`src/rtl/ifq_pkg.sv`:
```
// ---------------------------------------------------------------------------
// ifq_pkg
//   Shared types and constants for the instruction fetch queue and any other
//   dispatch-side queue that carries {pc, icode} pairs.
//     ifq_entry_t : one queued instruction (pc + instruction word)
//     NOP_ICODE   : instruction word presented to dispatch when the queue is empty
//     PC_STEP     : byte distance between sequential instruction fetches
// ---------------------------------------------------------------------------
package ifq_pkg;

    typedef struct packed {
        logic [31:0] pc;
        logic [31:0] icode;
    } ifq_entry_t;

    localparam logic [31:0] NOP_ICODE = 32'h0000_0013;
    localparam logic [31:0] PC_STEP   = 32'd4;

endpackage

```
`src/rtl/ifq_buffer.sv`:
```
// ---------------------------------------------------------------------------
// ifq_buffer
//   Circular buffer of ifq_entry_t with show-ahead head output. It holds no
//   fetch logic so it can serve any dispatch-side queue.
//   Ports:
//     clk       : clock, all updates on the rising edge
//     rst       : synchronous active-high reset (pointers and count only)
//     flush     : empty the buffer on the next edge; beats push and pop
//     push      : write push_data at the tail
//     push_data : entry to write
//     pop       : advance the head; ignored while empty
//     head      : entry at the head (undefined contents while count == 0)
//     count     : number of valid entries, 0..DEPTH
// ---------------------------------------------------------------------------
module ifq_buffer
    import ifq_pkg::*;
#(
    parameter int DEPTH = 4
) (
    input  logic                     clk,
    input  logic                     rst,
    input  logic                     flush,
    input  logic                     push,
    input  ifq_entry_t               push_data,
    input  logic                     pop,
    output ifq_entry_t               head,
    output logic [$clog2(DEPTH):0]   count
);

    localparam int            AW   = $clog2(DEPTH);
    localparam logic [AW:0]   FULL = (AW+1)'(DEPTH);

    ifq_entry_t    mem_q [DEPTH];
    logic [AW-1:0] rd_ptr_q, rd_ptr_d;
    logic [AW-1:0] wr_ptr_q, wr_ptr_d;
    logic [AW:0]   count_q, count_d;
    logic          do_pop, do_push;

    always_comb begin
        do_pop   = pop & (count_q != '0);
        // A push into a full buffer is only accepted when a pop frees a slot
        // in the same cycle, so a misbehaving producer cannot corrupt it.
        do_push  = push & ((count_q != FULL) | do_pop);
        rd_ptr_d = rd_ptr_q;
        wr_ptr_d = wr_ptr_q;
        count_d  = count_q;
        if (flush) begin
            rd_ptr_d = '0;
            wr_ptr_d = '0;
            count_d  = '0;
        end else begin
            if (do_push) wr_ptr_d = wr_ptr_q + 1'b1;
            if (do_pop)  rd_ptr_d = rd_ptr_q + 1'b1;
            case ({do_push, do_pop})
                2'b10:   count_d = count_q + 1'b1;
                2'b01:   count_d = count_q - 1'b1;
                default: count_d = count_q;
            endcase
        end
    end

    always_ff @(posedge clk) begin
        if (rst) begin
            rd_ptr_q <= '0;
            wr_ptr_q <= '0;
            count_q  <= '0;
        end else begin
            rd_ptr_q <= rd_ptr_d;
            wr_ptr_q <= wr_ptr_d;
            count_q  <= count_d;
        end
    end

    // Storage is data only; it needs no reset because count gates its use.
    always_ff @(posedge clk) begin
        if (do_push && !flush) begin
            mem_q[wr_ptr_q] <= push_data;
        end
    end

    assign head  = mem_q[rd_ptr_q];
    assign count = count_q;

endmodule

```
`src/rtl/ifq_fetch.sv`:
```
// ---------------------------------------------------------------------------
// ifq_fetch
//   Instruction fetch queue in front of dispatch. Owns the fetch PC, issues
//   sequential word reads to a 1-cycle registered instruction memory, buffers
//   the returned {pc, icode} pairs and presents the head show-ahead. A
//   redirect flushes the queue, drops any in-flight read and restarts fetch
//   at the target.
//   Ports:
//     clk               : clock
//     rst               : synchronous active-high reset
//     imem_rd_en        : read request this cycle
//     imem_addr         : word-aligned byte address of the request
//     imem_rdata        : instruction word, valid the cycle after a request
//     ifq_icode         : head instruction (NOP when empty)
//     ifq_pc            : head PC (0 when empty)
//     ifq_empty         : queue holds no entries (registered state only)
//     dispatch_rd       : pop request; ignored while empty
//     jump_branch_add   : redirect target
//     jump_branch_valid : redirect / flush request
// ---------------------------------------------------------------------------
module ifq_fetch
    import ifq_pkg::*;
#(
    parameter int          DEPTH    = 4,
    parameter logic [31:0] RESET_PC = 32'h0000_0000
) (
    input  logic        clk,
    input  logic        rst,
    output logic        imem_rd_en,
    output logic [31:0] imem_addr,
    input  logic [31:0] imem_rdata,
    output logic [31:0] ifq_icode,
    output logic [31:0] ifq_pc,
    output logic        ifq_empty,
    input  logic        dispatch_rd,
    input  logic [31:0] jump_branch_add,
    input  logic        jump_branch_valid
);

    localparam int          CW      = $clog2(DEPTH) + 1;
    localparam logic [CW:0] DEPTH_C = (CW+1)'(DEPTH);

    logic [31:0]   fetch_pc_q, fetch_pc_d;
    logic [31:0]   inflight_pc_q, inflight_pc_d;
    logic          inflight_q, inflight_d;
    logic [CW-1:0] count;
    logic [CW:0]   occupancy;
    logic          issue;
    logic          pop;
    ifq_entry_t    push_data;
    ifq_entry_t    head;

    always_comb begin
        // Reserve a slot for every outstanding read so a response can always
        // be written without checking for space.
        occupancy       = {1'b0, count} + {{CW{1'b0}}, inflight_q};
        issue           = ~rst & ~jump_branch_valid & (occupancy < DEPTH_C);
        pop             = dispatch_rd & (count != '0);
        push_data.pc    = inflight_pc_q;
        push_data.icode = imem_rdata;

        fetch_pc_d    = fetch_pc_q;
        inflight_pc_d = inflight_pc_q;
        inflight_d    = issue;
        if (jump_branch_valid) begin
            fetch_pc_d = jump_branch_add;
        end else if (issue) begin
            fetch_pc_d    = fetch_pc_q + PC_STEP;
            inflight_pc_d = fetch_pc_q;
        end
    end

    always_ff @(posedge clk) begin
        if (rst) begin
            fetch_pc_q <= RESET_PC;
            inflight_q <= 1'b0;
        end else begin
            fetch_pc_q <= fetch_pc_d;
            inflight_q <= inflight_d;
        end
    end

    always_ff @(posedge clk) begin
        inflight_pc_q <= inflight_pc_d;
    end

    // The response landing during a redirect cycle is dropped by the
    // buffer's flush precedence; the redirect also suppresses issue, so
    // nothing arrives in the cycle after it either.
    ifq_buffer #(
        .DEPTH (DEPTH)
    ) u_buffer (
        .clk       (clk),
        .rst       (rst),
        .flush     (jump_branch_valid),
        .push      (inflight_q),
        .push_data (push_data),
        .pop       (pop),
        .head      (head),
        .count     (count)
    );

    assign imem_rd_en = issue;
    assign imem_addr  = fetch_pc_q;
    assign ifq_empty  = (count == '0);
    assign ifq_icode  = ifq_empty ? NOP_ICODE : head.icode;
    assign ifq_pc     = ifq_empty ? 32'h0     : head.pc;

endmodule

```
`config.mk`:
```
export PLATFORM = sky130hd
export DESIGN_NAME = ifq_fetch
export DESIGN_NICKNAME = d
export VERILOG_FILES = /design/src/rtl/ifq_pkg.sv /design/src/rtl/ifq_buffer.sv /design/src/rtl/ifq_fetch.sv
export SDC_FILE = /design/constraint.sdc
export NUM_CORES = 1
export LEC_CHECK = 0
export BUFFER_PORTS_ARGS = -buffer_cell sky130_fd_sc_hd__buf_2
export CORE_ASPECT_RATIO = 1.75
export CORE_MARGIN = 2
export CORE_UTILIZATION = 35
export CTS_CLUSTER_DIAMETER = 120
export DETAILED_ROUTE_END_ITERATION = 7
export PLACE_DENSITY = 0.63
export SYNTH_ARGS = -nofsm -noshare
export SYNTH_HDL_FRONTEND = slang
export SYNTH_HIERARCHICAL = 1
export SYNTH_SLANG_ARGS = --single-unit
```
`constraint.sdc`:
```
create_clock -name clk -period 3.05 [get_ports clk]
set_clock_uncertainty 0.05 [all_clocks]
set_input_delay 0.1525 -clock clk [delete_from_list [all_inputs] [get_ports clk]]
set_output_delay 0.1525 -clock clk [all_outputs]
set_load 0.05 [all_outputs]
```
# ---- Word level (Yosys, flattened, before mapping)
# Memory sizes are Yosys's and may differ from the RTL's. A register that Yosys moved wholly into a read port is not among the register bits.
# Index checks and enable logic that the tools add are counted.
dict set report op_classes {
  addsub 6
  n_mul 0
  n_div 0
  magnitude_cmp 1
  eq_ne 3
  shift 0
  n_mux 9
  bitwise 8
  reduce_logical 8
}
# op n
set op_table {}
lappend op_table {{$mux 32} 4}
lappend op_table {{$add 32x3->32 const B} 1}
lappend op_table {{$pmux 3 s2} 1}
lappend op_table {{$and 1x1->1} 5}
lappend op_table {{$add 2x1->2 const B} 2}
lappend op_table {{$add 3x1->4} 1}
lappend op_table {{$lt 4x3->1 const B} 1}
lappend op_table {{$mux 2} 2}
lappend op_table {{$reduce_bool 2->1} 2}
lappend op_table {{$add 3x1->3 const B} 1}
lappend op_table {{$logic_not 3->1} 1}
lappend op_table {{$ne 3x3->1 const B} 1}
lappend op_table {{$reduce_bool 3->1} 1}
lappend op_table {{$sub 3x1->3 const B} 1}
lappend op_table {{$eq 2x1->1 const B} 1}
lappend op_table {{$eq 2x2->1 const B} 1}
lappend op_table {{$mux 1} 2}
lappend op_table {{$not 1->1} 2}
lappend op_table {{$reduce_and 2->1} 1}
lappend op_table {{$reduce_or 2->1} 1}
lappend op_table {{$logic_and 1x1->1} 1}
lappend op_table {{$logic_not 1->1} 1}
lappend op_table {{$or 1x1->1} 1}
dict set report word_totals {
  reg_bits 72
  latch_bits 0
  mem_bits_rw 256
  mem_bits_ro 0
  input_bits 68
  out_inout_bits 98
  wordCells 42
  n_memories 1
}
# name depth width rd rd_ports_with_merged_regs wr line
set memory_table {}
lappend memory_table {u_buffer.mem_q 4 64 1 1 1 ifq_buffer.sv:33} ;# ifq_entry_t mem_q [DEPTH];

# ---- Depth between registers and ports, before layout
# Gate-level depths: netlist of run 1.
dict set report depth {
  word_depth 8
  mapped_depth 10
  ltp_nobuf 8
}

# ---- Cells and area by module
# The synthesis of run 1 kept the hierarchy.
# mod instances cells_per_inst area_each_um2 seq_area_each_um2
set modules_own_cells {}
lappend modules_own_cells {ifq_buffer 1 399 9855.7 7867.5}
lappend modules_own_cells {ifq_fetch 1 348 3349.5 1621.6}

# ---- Worst setup path before layout of run 1
# Ideal clock, no wire load.
dict set report synth_timing {
  path_kind {register to register}
  from {register u_buffer.count_q[1], in the netlist u_buffer/count[1]}
  to {memory u_buffer/mem_q[0][0] (netlist name), enable pin}
  setup_time_ns 0.429
  arrival_time_ns 2.821
  t_required_ns 2.571
  path_slack_ns -0.249
  path_stages_with_launch 7
  n_path_buf 1
  period_less_slack_ns 3.299
  path_cell_list {dfxtp_1 nor3_1 clkbuf_1 nor2b_1 nor4b_2 nor3_1 and2_1}
}
dict set report synth_between {
  elab_chain_cells 8
  elab_cells_between_ends 9
  classes_between {eq/ne: 1; mux: 2; bitwise: 4; reduce/logical: 2}
}
# element line
set synth_lines {}
lappend synth_lines {{from (decl)} ifq_buffer.sv:36} ;# logic [AW:0] count_q, count_d;
lappend synth_lines {{from (signal assigned)} ifq_buffer.sv:70} ;# count_q <= count_d;
lappend synth_lines {{$reduce_bool 3->1} ifq_fetch.sv:58} ;# pop = dispatch_rd & (count != '0);
lappend synth_lines {{$and 1x1->1} ifq_fetch.sv:58}
lappend synth_lines {{via pop} ifq_fetch.sv:49} ;# logic pop;
lappend synth_lines {{$and 1x1->1} ifq_buffer.sv:40} ;# do_pop = pop & (count_q != '0);
lappend synth_lines {{$or 1x1->1} ifq_buffer.sv:43} ;# do_push = push & ((count_q != FULL) | do_pop);
lappend synth_lines {{$and 1x1->1} ifq_buffer.sv:43}
lappend synth_lines {{$logic_and 1x1->1} ifq_buffer.sv:76} ;# if (do_push && !flush) begin
lappend synth_lines {{$mux 1} ifq_buffer.sv:76}
lappend synth_lines {{$mux 1 (not written as such)} ifq_buffer.sv:77} ;# mem_q[wr_ptr_q] <= push_data;
lappend synth_lines {{to (decl)} ifq_buffer.sv:33}
# The timed path passes the listed nets, and every way through them passes these cells.

# ---- Worst setup path in the final report of run 1
dict set report layout_timing {
  from {register u_buffer.count_q[0], in the netlist u_buffer/count[0]}
  to {output ifq_pc[9]}
}
dict set report layout_between {
  elab_chain_cells 2
}
# element line
set layout_lines {}
lappend layout_lines {{$logic_not 3->1} ifq_fetch.sv:105} ;# assign ifq_empty = (count == '0);
lappend layout_lines {{$mux 32} ifq_fetch.sv:107} ;# assign ifq_pc = ifq_empty ? 32'h0 : head.pc;
lappend layout_lines {{to (decl)} ifq_fetch.sv:33} ;# output logic [31:0] ifq_pc,
# No other way between the ends.

==> results of run 1 <==
-- layout make-up --
| type | instances | area [µm²] | area share [%] |
|---|---|---|---|
| Multi-Input combinational cell | 360 | 3392 | 20.79 |
| Timing Repair Buffer | 252 | 1762 | 10.80 |
| Sequential cell | 330 | 9497 | 58.21 |
| Clock buffer | 36 | 760.7 | 4.663 |
| Clock inverter | 15 | 246.5 | 1.511 |
| Inverter | 15 | 56.30 | 0.3451 |
| Tap cell | 480 | 600.6 | 3.681 |
-- power by group through the flow --
stage / combinational [mW] / sequential, mW / clock (mW)
after global routing: 0.530 / 5.09 / 4.12
after CTS: 0.503 / 5.08 / 3.96
final: 0.494 / 5.08 / 3.84
after floorplan: 0.170 / 5.25 / 0
after global placement: 0.437 / 5.17 / 0
after detailed placement: 0.439 / 5.18 / 0
-- worst paths after layout --
check / from / end / slack (ns) / cells past startpoint
setup / recovery: u_buffer/count[0]$_SDFFE_PP0P_ / ifq_pc[9] / 0.45 / 4
hold / removal: jump_branch_add[27] / imem_addr[27]$_SDFFE_PP0P_ / 0.02 / 4
setup reg to reg: u_buffer/count[0]$_SDFFE_PP0P_ / u_buffer/mem_q[2][16]$_DFFE_PP_ / 0.48 / 6
hold reg to reg: imem_addr[1]$_SDFFE_PP0P_ / inflight_pc_q[1]$_DFFE_PP_ / 0.43 / 0
-- cell usage in the layout, fill, tap and decap left out, types with 3 or more instances in the layout --
cell and n:
sky130_fd_sc_hd__a2111oi_0 3, sky130_fd_sc_hd__a211oi_1 6, sky130_fd_sc_hd__a21oi_1 5, sky130_fd_sc_hd__a311oi_1 7
sky130_fd_sc_hd__a31oi_1 15, sky130_fd_sc_hd__and2_1 7, sky130_fd_sc_hd__and2_4 4, sky130_fd_sc_hd__and3_1 3
sky130_fd_sc_hd__and4_1 5, sky130_fd_sc_hd__buf_12 10, sky130_fd_sc_hd__buf_2 165, sky130_fd_sc_hd__buf_4 14
sky130_fd_sc_hd__bufinv_16 6, sky130_fd_sc_hd__clkbuf_1 5, sky130_fd_sc_hd__clkbuf_16 28, sky130_fd_sc_hd__clkbuf_8 3
sky130_fd_sc_hd__clkinv_1 3, sky130_fd_sc_hd__dfxtp_1 40, sky130_fd_sc_hd__dlygate4sd3_1 63, sky130_fd_sc_hd__edfxtp_1 288
sky130_fd_sc_hd__ha_1 5, sky130_fd_sc_hd__inv_1 14, sky130_fd_sc_hd__mux2i_1 3, sky130_fd_sc_hd__mux4_2 64
sky130_fd_sc_hd__nand2_1 26, sky130_fd_sc_hd__nand2b_1 6, sky130_fd_sc_hd__nand3_1 9, sky130_fd_sc_hd__nand4_1 11
sky130_fd_sc_hd__nor2_1 24, sky130_fd_sc_hd__nor2b_1 63, sky130_fd_sc_hd__o211ai_1 13, sky130_fd_sc_hd__o21ai_0 4
sky130_fd_sc_hd__o221ai_1 4, sky130_fd_sc_hd__o311ai_0 7, sky130_fd_sc_hd__o31ai_1 5, sky130_fd_sc_hd__or2_2 6
sky130_fd_sc_hd__or3_1 12, sky130_fd_sc_hd__or4_1 10, sky130_fd_sc_hd__xor2_1 8
-- routing by layer --
layer	vias to the layer above	track usage, %
met2	194	26.43
met5	-	0
met4	0	5.867
met1	3698	17.10
met3	51	1.916
li1	3459	-
-- state kept, by name (all words and copies together), names as in the netlist, named ones only --
signal	count
inflight_q	1
u_buffer/count	3
inflight_pc_q	32
u_buffer/mem_q	256
u_buffer/rd_ptr_q	2
imem_addr	32
u_buffer/wr_ptr_q	2
-- worst max-delay path, cell delays in order, from the launching register on --
cell                      delay (ns)
sky130_fd_sc_hd__dfxtp_1        0.44
sky130_fd_sc_hd__nor3_2         0.26
sky130_fd_sc_hd__buf_4          0.63
sky130_fd_sc_hd__nor2b_1        0.23
sky130_fd_sc_hd__buf_2          0.28
-- per-stage QoR --
step	cells	hold slack, ns	total power [mW]
floorplan	747	0.2014	5.421
global placement	1374	0.3172	5.605
detailed placement	1374	0.3256	5.615
CTS	1488	0.001329	9.536
global route	1488	0.02129	9.739
finish	1488	0.01754	9.408
-- cell usage after synthesis, drive strengths merged, types with 7 or more instances --
| cell | count | area (µm²) |
|---|---|---|
| edfxtp | 288 | 8648 |
| mux4 | 64 | 1441 |
| nor2b | 63 | 394.1 |
| dfxtp | 42 | 840.8 |
| nand2 | 26 | 97.59 |
| clkbuf | 24 | 91.33 |
| nor2 | 24 | 90.09 |
| buf | 18 | 191.4 |
| a31oi | 15 | 93.84 |
| inv | 14 | 52.55 |
| o211ai | 13 | 97.59 |
| or3 | 12 | 75.07 |
| and2 | 11 | 68.82 |
| nand4 | 11 | 68.82 |
| or4 | 10 | 75.07 |
| nand3 | 9 | 45.04 |
| o311ai | 8 | 70.07 |
| xor2 | 8 | 70.07 |
| a311oi | 7 | 61.31 |
-- kinds of logic after synthesis --
| logic type | after synthesis |
|---|---|
| AO/OA/AOI/OAI | 78 |
| adder cells (fa/ha/maj) | 6 |
| XOR/XNOR | 10 |
| flip-flops | 330 |
| buffers and inverters | 57 |
| AND/OR/NAND/NOR | 199 |
| multiplexers | 67 |
==> out/summary.md, run 1 <==
### Outcome
- **result of the run** finished, final reports clean

### Power
- **largest voltage drop on the vdd net** 0.3898 mV
- **Leak Pwr** 5.518 nW
- **Flop pwr share** 54.0%
- **combinational fraction of design power** 5.3%
- **internal power consumption** 7.458 mW
- **Net Sw Frac** 20.73%
- **Clock Power Share** 40.8%
- **Cell Pwr Density** 576.7 nW/µm²
- **net switching power figure** 1.950 mW

### Routing
- **routed length per placed instance** 19.23 µm
- **wire length on met3** 1.360 mm
- **vias per inst** 4.974
- **total via count after detailed routing** 7402
- **number of remaining DRC errors** 0
- **total length of routed met2 wires** 15.47 mm
- **met1 wire length** 10.86 mm
- **initial detailed-routing violation count** 308
- **DRT antenna net count** 0
- **overall routed net length** 28.61 mm
- **length of the first detailed-routing pass in iterations** 4
- **Highest Signal Layer** met4

### Yosys
- **Mapped Cells** 747
- **syn_nets** 821
- **Yosys warning count** 6
- **adder and majority cell fraction of the synthesized area** 0.6254%
- **Mean Syn Cell Area** 17.68 µm²
- **async set-reset flop share out of synthesis** 0%
- **number of synthesized flops with an enable pin** 288
- **count of cell types in the netlist** 53
- **flip-flop and latch count after synthesis** 330
- **main combinational cell family by area after synthesis** multiplexers
- **XOR/XNOR share of the synthesized area** 0.6633%
- **post-synthesis compound-gate area fraction** 4.387%
- **predominant post-synthesis flop cell** sky130_fd_sc_hd__edfxtp_1
- **multiplexer share of the synthesized area** 11.14%
- **synthesized cell area** 13210 µm²
- **post-synthesis share of cell area spent on and, or, nand and nor gates** 8.755%
- **sequential area share after synthesis** 71.86%

### Global routing
- **via count of the first global-routing pass** 7568
- **residual overflow from global routing** 0
- **initial antenna violation count** 0
- **first-pass GRT wire length** 43.34 mm
- **overall fraction of global-route tracks in use** 14.49%
- **maximum number of pins on one net before global-route repair** 66

### Placement
- **Port Buf Inserts** 165
- **placer's final routability congestion estimate** 0.8029
- **worst setup slack before clock tree synthesis** 0.5111 ns
- **estimated wirelength of the detail-placed design** 19.08 mm
- **cell area reported after detailed placement** 14680 µm²

### Timing
- **RSZ-0062 raised after global routing** no
- **f_max** 0.3853 GHz
- **aggregate negative setup slack** 0 ns
- **transition at the pin with the smallest max-transition slack** 0.7241 ns
- **relative max-transition margin** 51.73%
- **number of max-slew violations in the final report** 0
- **setup-violating endpoint count in the final report** 0
- **final critical-path required period** 2.596 ns
- **Worst Slack Setup Final** 0.4543 ns
- **ratio of final minimum period to clock period** 85.10%
- **number of hold violations in the final report** 0

### Critical path
- **CP Data Arrival Time** 2.39 ns
- **CP Class** flop to primary output
- **crit-path max FO** 65
- **launching element type of the critical path** flop
- **critical path data required time** 2.85 ns
- **type of element capturing the critical path** primary output

### CTS
- **cts bufs inserted** 28
- **largest buffer count on any clock path** 3
- **clock latency on the worst-skew pair** 0.55 ns
- **Post-CTS Setup Repair Bufs** 0
- **PostCTS Resize Cnt** 0
- **clock transition at the register clock pins on the worst setup and hold paths after CTS** 0.07 ns
- **clock root buffer master** sky130_fd_sc_hd__clkbuf_16
- **clock net sink count** 330
- **hold buffers post-CTS** 63
- **Max H-tree Level** 1
- **TritonCTS clock tree** built

### Floorplan
- **# IOs** 166
- **site row count** 94
- **area enclosed by the die boundary** 39360 µm²
- **Initial Util** 35.31%
- **total core area** 37400 µm²
- **overall die height** 261.0 µm
- **overall die width** 150.8 µm

### Flow run
- **Max Cap Violations** 0

### Worst hold path
- **worst hold path type** primary input to flop

### Cells and area
- **utilization of the core after routing** 43.62%
- **count of filler cells inserted in the layout** 3380
- **Area Growth Syn to Fin** 23.55%
- **count of nets after finishing** 1061
- **Layout Cell Area excl Fill** 16310 µm²
- **Antenna diodes** 0
- **fraction of layout instances using a drive strength above 1** 31.25%

No activity file was read; power rests on OpenSTA's default activity.
==> run 2: changes to the inputs <==
Settings changed: CELL_PAD_IN_SITES_DETAIL_PLACEMENT set to 0, CELL_PAD_IN_SITES_GLOBAL_PLACEMENT set to 1, PLACE_DENSITY 0.63 to 0.7.
==> out/summary.md, run 2 (synthesized netlist as in run 1, its figures left out) <==
### Timing
- **ratio of final minimum period to clock period** 87.42%
- **aggregate negative setup slack** 0 ns
- **final hold slack** 0.1089 ns
- **f_max** 0.3751 GHz
- **final critical-path required period** 2.666 ns
- **number of max-slew violations in the final report** 0
- **transition at the pin with the smallest max-transition slack** 0.7592 ns
- **relative max-transition margin** 49.39%
- **RSZ-0062 raised after global routing** no
- **number of hold violations in the final report** 0
- **setup-violating endpoint count in the final report** 0

### Flow run
- **Max Cap Violations** 0

### Power
- **Clock Power Share** 39.9%
- **Cell Pwr Density** 569.8 nW/µm²
- **Leak Pwr** 5.490 nW
- **largest voltage drop on the vdd net** 0.3473 mV
- **combinational fraction of design power** 5.3%
- **Net Sw Frac** 20.76%
- **internal power consumption** 7.342 mW
- **net switching power figure** 1.924 mW
- **Flop pwr share** 54.8%

### Routing
- **total via count after detailed routing** 7418
- **vias per inst** 4.992
- **length of the first detailed-routing pass in iterations** 4
- **DRT antenna net count** 0
- **number of remaining DRC errors** 0
- **initial detailed-routing violation count** 382
- **overall routed net length** 28.04 mm
- **routed length per placed instance** 18.87 µm

### CTS
- **Post-CTS Setup Repair Bufs** 0
- **clock latency on the worst-skew pair** 0.54 ns
- **cts bufs inserted** 29
- **PostCTS Resize Cnt** 0
- **TritonCTS clock tree** built
- **clock transition at the register clock pins on the worst setup and hold paths after CTS** 0.06 ns
- **clock net sink count** 330
- **clock root buffer master** sky130_fd_sc_hd__clkbuf_16
- **largest buffer count on any clock path** 3
- **Max H-tree Level** 1

### Global routing
- **overall fraction of global-route tracks in use** 14.28%
- **via count of the first global-routing pass** 7536
- **residual overflow from global routing** 0
- **maximum number of pins on one net before global-route repair** 66
- **first-pass GRT wire length** 43.21 mm
- **initial antenna violation count** 0

### Cells and area
- **commonest non-fill, non-tap cells in the layout** 288 x sky130_fd_sc_hd__edfxtp_1, 165 x sky130_fd_sc_hd__buf_2, 64 x sky130_fd_sc_hd__dlygate4sd3_1, 64 x sky130_fd_sc_hd__mux4_2, 63 x sky130_fd_sc_hd__nor2b_1
- **count of nets after finishing** 1060
- **most common cell after layout, fill and taps aside** sky130_fd_sc_hd__edfxtp_1
- **Antenna diodes** 0
- **fraction of layout instances using a drive strength above 1** 31.01%
- **top register by number of flip-flops** u_buffer/mem_q
- **Area Growth Syn to Fin** 23.15%
- **flip-flop count of the largest register, all copies and words added** 256

### Critical path
- **launching element type of the critical path** flop
- **delay of the slowest cell on the worst path** 0.57 ns
- **critical path's slowest cell** sky130_fd_sc_hd__dfxtp_4
- **logic depth of the worst register-to-register path** 6
- **type of element capturing the critical path** primary output
- **CP Class** flop to primary output
- **sequence of cells on the critical path** buf_4, mux4_2, or2_2, buf_2
- **worst-case register-to-register setup slack** 0.55 ns
- **crit-path max FO** 16
- **worst reg2reg startpoint** u_buffer/count[0]$_SDFFE_PP0P_
- **worst reg2reg endpoint** u_buffer/mem_q[3][0]$_DFFE_PP_
- **CP Data Arrival Time** 2.46 ns
- **critical path data required time** 2.85 ns

### Floorplan
- **site row count** 94
- **total core area** 37400 µm²
- **overall die height** 261.0 µm
- **# IOs** 166
- **overall die width** 150.8 µm
- **area enclosed by the die boundary** 39360 µm²
- **Initial Util** 35.31%

### Worst hold path
- **endpoint of the worst hold-timing path** inflight_q$_SDFF_PP0_
- **worst hold path type** primary input to flop
- **hold depth** 4
- **worst min-delay path startpoint** rst

### Outcome
- **result of the run** finished, final reports clean

### Placement
- **placer's final routability congestion estimate** 0.7755
- **Port Buf Inserts** 165
- **estimated wirelength of the detail-placed design** 18.43 mm

run 2: metrics by stage:
stage	std cells	power, mW	area [µm²]	util (%)	setup slack, ns
after global placement	1371	5.597	14650	39.18	0.6702
final	1486	9.266	16260	43.48	0.3837
after floorplan	747	5.421	13210	-	0.4431
after global routing	1486	9.589	16260	43.48	0.2696
after detailed placement	1371	5.609	14650	39.18	0.5743
after CTS	1486	9.390	16260	43.48	0.2894
run 2: layout make-up:
type / count / area [µm²]
inverters: 15 / 56.30
clock inverters: 19 / 230.2
multi-input cells: 360 / 3392
flip-flops and latches: 330 / 9497
repair buffers: 250 / 1749
fillers: 3387 / 21140
clock buffers: 32 / 737.0
well taps: 480 / 600.6
run 2: metal layers:
layer  wire length, µm  track usage, %  up-vias
li1                  -               -     3462
met1             11090           17.15     3736
met2             15210           26.60      178
met3              1033           1.463       42
met4               705           4.569        0
met5                 0               0        -
run 2: power groups by stage:
stage / registers [mW] / logic (mW) / clock network, mW
6_report: 5.08 / 0.489 / 3.70
2_1_floorplan: 5.25 / 0.170 / 0
5_1_grt: 5.09 / 0.525 / 3.97
3_3_place_gp: 5.17 / 0.426 / 0
3_5_place_dp: 5.18 / 0.431 / 0
4_1_cts: 5.08 / 0.497 / 3.81
run 2: repair_timing:
action	in CTS	in global routing
hold buffers	64	0
endpoints found under the setup margin	0	0
hold endpoints to repair	160	0
run 2: how the worst max path moves through the flow:
stage                                              start                        endpoint  slack [ns]
after global placement    u_buffer/count[2]$_SDFFE_PP0P_  u_buffer/mem_q[3][0]$_DFFE_PP_        0.67
after global routing                                flop                   ifq_icode[29]        0.27
after floorplan           u_buffer/count[1]$_SDFFE_PP0P_  u_buffer/mem_q[0][0]$_DFFE_PP_        0.44
after CTS                                           flop                    ifq_icode[1]        0.29
final                                               flop                    ifq_icode[1]        0.38
after detailed placement  u_buffer/count[0]$_SDFFE_PP0P_  u_buffer/mem_q[3][0]$_DFFE_PP_        0.57
run 2: critical path: cells and delay by family (launching register included):
kind                   cells  cell delay (ns)
flip-flops                 1             0.57
AND/OR/NAND/NOR            1             0.30
multiplexers               1             0.54
buffers and inverters      2             0.50
==> run 3: changes to the inputs <==
--- a/config.mk
+++ b/config.mk
@@ -6,5 +6,4 @@
 export NUM_CORES = 1
 export LEC_CHECK = 0
-export BUFFER_PORTS_ARGS = -buffer_cell sky130_fd_sc_hd__buf_2
 export CELL_PAD_IN_SITES_DETAIL_PLACEMENT = 0
 export CELL_PAD_IN_SITES_GLOBAL_PLACEMENT = 1
@@ -14,5 +13,6 @@
 export CTS_CLUSTER_DIAMETER = 120
 export DETAILED_ROUTE_END_ITERATION = 7
-export PLACE_DENSITY = 0.7
+export DONT_BUFFER_PORTS = 1
+export PLACE_DENSITY = 0.65
 export SYNTH_ARGS = -nofsm -noshare
 export SYNTH_HDL_FRONTEND = slang
--- a/constraint.sdc
+++ b/constraint.sdc
@@ -3,3 +3,3 @@
 set_input_delay 0.1525 -clock clk [delete_from_list [all_inputs] [get_ports clk]]
 set_output_delay 0.1525 -clock clk [all_outputs]
-set_load 0.05 [all_outputs]
+set_load 0.01 [all_outputs]
==> out/summary.md, run 3 (synthesized netlist as in run 1, its figures left out) <==
### Outcome
- **result of the run** finished, final reports clean

### Timing
- **ratio of final minimum period to clock period** 89.88%
- **RSZ-0062 raised after global routing** no
- **final critical-path required period** 2.741 ns
- **number of hold violations in the final report** 0
- **transition at the pin with the smallest max-transition slack** 0.9581 ns
- **relative max-transition margin** 36.12%
- **setup-violating endpoint count in the final report** 0
- **number of max-slew violations in the final report** 0
- **f_max** 0.3648 GHz
- **aggregate negative setup slack** 0 ns

### Global routing
- **via count of the first global-routing pass** 7322
- **initial antenna violation count** 1
- **overall fraction of global-route tracks in use** 14.70%
- **maximum number of pins on one net before global-route repair** 66
- **first-pass GRT wire length** 43.55 mm
- **residual overflow from global routing** 0

### Placement
- **placer's final routability congestion estimate** 0.7481
- **Port Buf Inserts** 0
- **estimated wirelength of the detail-placed design** 18.55 mm
- **cell area reported after detailed placement** 13880 µm²

### Routing
- **routed length per placed instance** 21.22 µm
- **vias per inst** 5.183
- **DRT antenna net count** 0
- **overall routed net length** 28.99 mm
- **length of the first detailed-routing pass in iterations** 6
- **number of remaining DRC errors** 0
- **initial detailed-routing violation count** 426
- **total via count after detailed routing** 7080

### Cells and area
- **top register by number of flip-flops** u_buffer/mem_q
- **Antenna diodes** 0
- **commonest non-fill, non-tap cells in the layout** 288 x sky130_fd_sc_hd__edfxtp_1, 96 x sky130_fd_sc_hd__dlygate4sd3_1, 64 x sky130_fd_sc_hd__mux4_2
- **flip-flop count of the largest register, all copies and words added** 256
- **most common cell after layout, fill and taps aside** sky130_fd_sc_hd__edfxtp_1
- **count of nets after finishing** 935
- **count of filler cells inserted in the layout** 3386
- **Layout Cell Area excl Fill** 15880 µm²
- **fraction of layout instances using a drive strength above 1** 17.83%
- **Area Growth Syn to Fin** 20.22%

### Critical path
- **sequence of cells on the critical path** nand4_1, or4_1, or4_1, o211ai_1, dlygate4sd3_1
- **CP Launch Point** imem_addr[4]$_SDFFE_PP0P_
- **critical path's slowest cell** sky130_fd_sc_hd__or4_1
- **worst reg2reg endpoint** imem_addr[25]$_SDFFE_PP0P_
- **Top cell by count, worst path** sky130_fd_sc_hd__or4_1
- **launching element type of the critical path** flop
- **delay of the slowest cell on the worst path** 0.76 ns
- **worst-case register-to-register setup slack** 0.31 ns
- **type of element capturing the critical path** flop
- **CP Class** flop to flop
- **worst reg2reg startpoint** imem_addr[4]$_SDFFE_PP0P_
- **CP Data Arrival Time** 3.20 ns
- **crit-path max FO** 9
- **crit path to** imem_addr[25]$_SDFFE_PP0P_
- **critical path data required time** 3.51 ns
- **logic depth of the worst register-to-register path** 5

### CTS
- **largest buffer count on any clock path** 3
- **Max H-tree Level** 1
- **TritonCTS clock tree** built
- **clock net sink count** 330
- **clock transition at the register clock pins on the worst setup and hold paths after CTS** 0.07 ns
- **clock latency on the worst-skew pair** 0.56 ns
- **clock root buffer master** sky130_fd_sc_hd__clkbuf_16
- **cts bufs inserted** 31

### Power
- **largest voltage drop on the vdd net** 0.3603 mV
- **Cell Pwr Density** 580.3 nW/µm²
- **Leak Pwr** 4.959 nW
- **power consumption** 9.212 mW

### Worst hold path
- **worst min-delay path startpoint** jump_branch_valid
- **worst hold path type** primary input to flop

### Flow run
- **Max Cap Violations** 0

### Floorplan
- **overall die height** 261.0 µm
- **area enclosed by the die boundary** 39360 µm²
- **# IOs** 166
- **overall die width** 150.8 µm
- **Initial Util** 35.31%
- **site row count** 94
- **total core area** 37400 µm²

-- run 3: changes by cell type in the layout (fill, tap and decap cells not counted), moves of 3 or more --
cell,previous run,this run
sky130_fd_sc_hd__dlygate4sd3_1,64,96
sky130_fd_sc_hd__buf_12,10,13
sky130_fd_sc_hd__inv_6,0,3
sky130_fd_sc_hd__buf_2,165,0
sky130_fd_sc_hd__clkinv_2,5,9
-- run 3: how the worst min path moves through the flow --
stage          cells after the start  slack (ns)                               to
3_5_place_dp                       0        0.20   u_buffer/mem_q[2][1]$_DFFE_PP_
4_1_cts                            2        0.03  u_buffer/mem_q[1][21]$_DFFE_PP_
2_1_floorplan                      0        0.20   u_buffer/mem_q[0][0]$_DFFE_PP_
5_1_grt                            2        0.05  u_buffer/mem_q[1][21]$_DFFE_PP_
3_3_place_gp                       1        0.20        imem_addr[9]$_SDFFE_PP0P_
6_report                           2        0.07  u_buffer/mem_q[1][34]$_DFFE_PP_
-- run 3: worst max-delay path, delay by kind of cell, from the launching register on --
family / cells / cell delay [ns]
simple gates: 3 / 1.45
buf+inv: 1 / 0.56
flops: 1 / 0.53
compound gates: 1 / 0.09
-- run 3: timing repair --
item | 4_1_cts | 5_1_grt
hold endpoints to repair | 170 | 0
gates resized for setup | 0 | 1
hold buffers | 98 | 0
setup endpoints to repair | 0 | 3
buffers inserted | 0 | 1
-- run 3: area by class of cell --
type | count | area, µm² | area share (%)
clock buffers | 33 | 783.3 | 4.934
clock inverters | 25 | 215.2 | 1.356
inverters | 15 | 56.30 | 0.3547
multi-input cells | 360 | 3392 | 21.37
flip-flops and latches | 330 | 9497 | 59.82
well taps | 480 | 600.6 | 3.783
repair buffers | 123 | 1331 | 8.386
-- run 3: where the power goes --
group | internal (mW) | switching (mW)
registers | 4.99 | 0.111
clock network | 2.12 | 1.66
logic | 0.177 | 0.154
total | 7.29 | 1.92
-- run 3: metrics by stage --
step | hold WS [ns] | cells | util (%) | setup slack (ns)
2_1_floorplan | 0.2014 | 747 | - | 0.4431
3_3_place_gp | 0.2014 | 1209 | 37.10 | 0.7215
3_5_place_dp | 0.2015 | 1209 | 37.10 | 0.6061
4_1_cts | 0.03490 | 1365 | 42.42 | 0.03224
5_1_grt | 0.04951 | 1366 | 42.45 | 0.1272
6_report | 0.07468 | 1366 | 42.45 | 0.3087
-- run 3: layer usage --
| metal | global-route usage, % | up-vias | part of all wire, % |
|---|---|---|---|
| met5 | 0 | - | 0 |
| met4 | 4.725 | 0 | 2.4 |
| met3 | 2.509 | 47 | 5.0 |
| met2 | 27.64 | 180 | 55 |
| met1 | 16.77 | 3642 | 38 |
| li1 | - | 3211 | - |
